## src/rtl/mux_pkg.sv

```systemverilog
// mux_pkg: shared select-mode type and width helper for the registered mux family
package mux_pkg;
  typedef enum logic {MODE_FIXED = 1'b0, MODE_RR = 1'b1} mode_e;
  function automatic int clog2_min1(input int n);
    return (n <= 2) ? 1 : $clog2(n);
  endfunction
endpackage

```

## src/rtl/muxn_comb.sv

```systemverilog
// muxn_comb: combinational one-hot N:1 data selector built as an AND-OR tree
module muxn_comb #(
  parameter int WIDTH = 1,
  parameter int N     = 2
) (
  input  logic [N*WIDTH-1:0] data,
  input  logic [N-1:0]       onehot,
  output logic [WIDTH-1:0]   y
);
  // OR together every channel masked by its grant bit; a zero grant yields zero
  always_comb begin
    y = '0;
    for (int i = 0; i < N; i++) y = y | (data[i*WIDTH +: WIDTH] & {WIDTH{onehot[i]}});
  end
endmodule

```

## src/rtl/muxn_reg.sv

```systemverilog
// muxn_reg: N-channel registered mux with valid/ready flow control and fixed or round-robin select
module muxn_reg
  import mux_pkg::*;
#(
  parameter int WIDTH = 1,
  parameter int N     = 2,
  localparam int SELW = clog2_min1(N)
) (
  input  logic               clk,
  input  logic               rst,
  input  mode_e              mode,
  input  logic [SELW-1:0]    sel,
  input  logic [N*WIDTH-1:0] in_data,
  input  logic [N-1:0]       in_valid,
  output logic [N-1:0]       in_ready,
  output logic [WIDTH-1:0]   out_data,
  output logic [SELW-1:0]    out_ch,
  output logic               out_valid,
  input  logic               out_ready
);
  logic [N-1:0]    g;
  logic [SELW-1:0] rr_ptr, g_idx, rr_nxt;
  logic [WIDTH-1:0] sel_data;
  logic            free, accept, found;
  int              idx;
  assign free   = ~out_valid | out_ready;
  assign in_ready = g & {N{free & ~rst}};
  assign accept = |in_ready;
  // Grant: fixed select (out-of-range sel grants nothing) or first valid channel from rr_ptr, wrapping at N
  always_comb begin
    g     = '0;
    found = 1'b0;
    idx   = 0;
    if (mode == MODE_FIXED) begin
      for (int i = 0; i < N; i++) g[i] = (sel == SELW'(i)) & in_valid[i];
    end else begin
      for (int j = 0; j < N; j++) begin
        idx = int'(rr_ptr) + j;
        idx = (idx >= N) ? idx - N : idx;
        if (!found && in_valid[idx]) begin
          g[idx] = 1'b1;
          found  = 1'b1;
        end
      end
    end
  end
  // Encode the one-hot grant and the pointer value that follows it
  always_comb begin
    g_idx = '0;
    for (int i = 0; i < N; i++) if (g[i]) g_idx = SELW'(i);
    rr_nxt = (int'(g_idx) == N - 1) ? '0 : g_idx + 1'b1;
  end
  muxn_comb #(.WIDTH(WIDTH), .N(N)) u_sel (
    .data   (in_data),
    .onehot (g),
    .y      (sel_data)
  );
  // Output stage: load on accept, drain when consumer takes the word, otherwise hold; advance rr_ptr on RR accepts
  always_ff @(posedge clk) begin
    if (rst) begin
      out_valid <= 1'b0;
      out_data  <= '0;
      out_ch    <= '0;
      rr_ptr    <= '0;
    end else if (accept) begin
      out_valid <= 1'b1;
      out_data  <= sel_data;
      out_ch    <= g_idx;
      if (mode == MODE_RR) rr_ptr <= rr_nxt;
    end else if (out_ready) begin
      out_valid <= 1'b0;
    end
  end
endmodule

```

## config.mk

```make
export PLATFORM = sky130hd
export DESIGN_NAME = muxn_reg
export DESIGN_NICKNAME = d
export VERILOG_FILES = /design/src/rtl/mux_pkg.sv /design/src/rtl/muxn_comb.sv /design/src/rtl/muxn_reg.sv
export SDC_FILE = /design/constraint.sdc
export NUM_CORES = 1
export LEC_CHECK = 0
export CAP_MARGIN = 40
export CORE_AREA = 2 2 39 41
export DETAILED_ROUTE_END_ITERATION = 10
export DIE_AREA = 0 0 41 43
export DONT_BUFFER_PORTS = 1
export GPL_ROUTABILITY_DRIVEN = 0
export SLEW_MARGIN = 20
export SYNTH_ARGS = -nofsm -noshare
export SYNTH_HDL_FRONTEND = slang
export SYNTH_SLANG_ARGS = --single-unit
```

## constraint.sdc

```tcl
create_clock -name clk -period 1.6 [get_ports clk]
set_clock_uncertainty 0.1 [all_clocks]
set_input_delay 0.32 -clock clk [delete_from_list [all_inputs] [get_ports clk]]
set_output_delay 0.32 -clock clk [all_outputs]
set_load 0.01 [all_outputs]
```

==> results.cfg <==
[outcome]
status = finished, final reports clean

[drt]
antenna_left = 0
detail_route.drc_violations = 0
drt_iter0_drc = 1
drt-pass1-iter-count = 4
dr_total_vias = 242
wl_microns = 670
drt-vias-per-instance = 4.840
avgRoutedWirePerCell_microns = 13.40

[clock_tree]
cts_htree_levels = 1
cts_buffers = 3
clk_pin_slew_ns = 0.04
root_buffer = clkbuf_4
cts_tree = built
cts.sinks = 4
clk_path_buf_depth = 2
clkLatencyLatePin_ns = 0.24

[final_layout]
drive_gt1_share_pct = 38.24
nets = 45
final_util_pct = 23.33
final_cell_mix = 3 x o21ai_0, 3 x nand3_1, 3 x a21oi_1, 3 x clkbuf_4, 3 x dfxtp_1
insertedDiodeCount = 0
area_delta_synth_final_pct = 35.08
final_cells = 50

[die]
core_area_sq_um = 1384
die_w_microns = 41
pin_count = 14
die_y_microns = 43
die_area_sq_um = 1763
start_util_pct = 17.27
rows = 14

[global_route]
grtUsageTotal_pct = 9.228
grt_remaining_overflow = 0
grt_pass1_wl_microns = 993
grt_max_degree = 8
grt_pass1_vias = 230
antenna_found_initial = 0

[pwr]
p_leak_nw = 0.1121
power.density_nw_per_um2 = 908.5
peakVddDrop_mv = 0.3324

[place]
numPortBuffers = 0
dp_hpwl_microns = 522.1
dp.cells = 47
pre_cts_ws_ns = 0.1326

[synth]
synth_cell_types = 18
yosysWarnings = 0
syn_nets = 38
syn_area_sq_um = 239.0
synth_area_per_cell_sq_um = 8.241
synth_seq_cells = 4
synth_seq_area_share_pct = 33.51
synthCells = 29

[timing]
setup_tns_ns = 0
period_share_pct = 94.89
hold_violations = 0
min_period_ns = 1.518
drv_slew = 0
fin_ws_ns = 0.08182
max_freq_mhz = 658.7
worst_pin_slew_ns = 0.3396
relSlewSlack_pct = 77.12
rsz0062_at_grt = no
setup_violations = 0

[hold_path]
hold_depth = 1
hold_path.class = primary input to flop
hold_start = rst

[worst_setup_path]
worstSetupStartpointType = flop
timing.rr.start = out_valid
path_class = flop to primary output
r2r_cells = 4
arrival_ns = 1.10
crit_required_ns = 1.18
end_kind = primary output
path_max_fanout = 3
cp-startpoint = rr_ptr

[job]
drv_cap = 0
[per-stage QoR]
stage	power, W	hold WS [ns]	cell area (sq um)
final	0.0002933	0.04528	322.8
after global routing	0.0003157	0.03739	322.8
after CTS	0.0002915	0.04374	301.5
after detailed placement	0.0001601	0.2936	274.0
after global placement	0.0001595	0.2923	274.0
after floorplan	0.0001491	0.2891	239.0
[power breakdown]
part | internal, W | switching [W] | total [W]
combinational | 0.0000262 | 0.0000214 | 0.0000476
sequential | 0.000109 | 0.00000833 | 0.000117
clock | 0.0000841 | 0.0000445 | 0.000129
[cell families after synthesis]
logic type | count (synthesis) | synth area share [%]
simple gates | 13 | 34.56
compound gates | 11 | 30.36
buf+inv | 1 | 1.569
flops | 4 | 33.51
[synth_stat cells, drive strengths merged]
master	instances	area, sq um
a31oi	1	6.260
nor3	2	10.01
a211oi	2	15.01
or2b	1	7.510
inv	1	3.750
or3	1	11.26
o21ai	3	15.01
a21oi	3	15.01
nand3	3	15.01
o21ba	1	10.01
nand2b	1	6.260
nand2	1	3.750
nor2b	2	15.02
nor3b	1	7.510
nand4	1	6.260
dfxtp	4	80.08
a41o	1	11.26
[cell type report]
type | count | area, sq um
fillers | 155 | 1061
multi-input cells | 24 | 180.2
flip-flops and latches | 4 | 81.33
clock buffers | 3 | 22.52
well taps | 16 | 20.02
repair buffers | 2 | 15.01
inverters | 1 | 3.754
[worst max-delay path, cell delays in order, from the launching register on]
cell and delay [ns]:
dfxtp_2 0.33, inv_2 0.05, a31oi_4 0.16, nor3b_2 0.18, buf_4 0.14
[flip-flops by register name, indices dropped and copies added, names as in the netlist]
signal	count
rr_ptr	1
out_ch	1
out_data	1
out_valid	1
[final timing paths]
check                     end  slack [ns]
setup / recovery  in_ready[1]        0.08
hold / removal      out_valid        0.05
setup reg to reg     out_data        0.13
hold reg to reg        rr_ptr        0.39
[metal layers]
metal	track usage [%]	vias up	wire, microns
met5	0	-	0
met4	4.000	0	4
met3	10.47	2	75
met2	12.81	10	357
met1	8.013	108	232
li1	-	122	-
[what timing repair did]
item | 4_1_cts | 5_1_grt
pin swaps | 0 | 1
resized for setup | 1 | 5
buffers inserted | 0 | 0
hold buffers | 0 | 0
setup endpoints to repair | 1 | 2
Power figures use the tool's default switching activity.
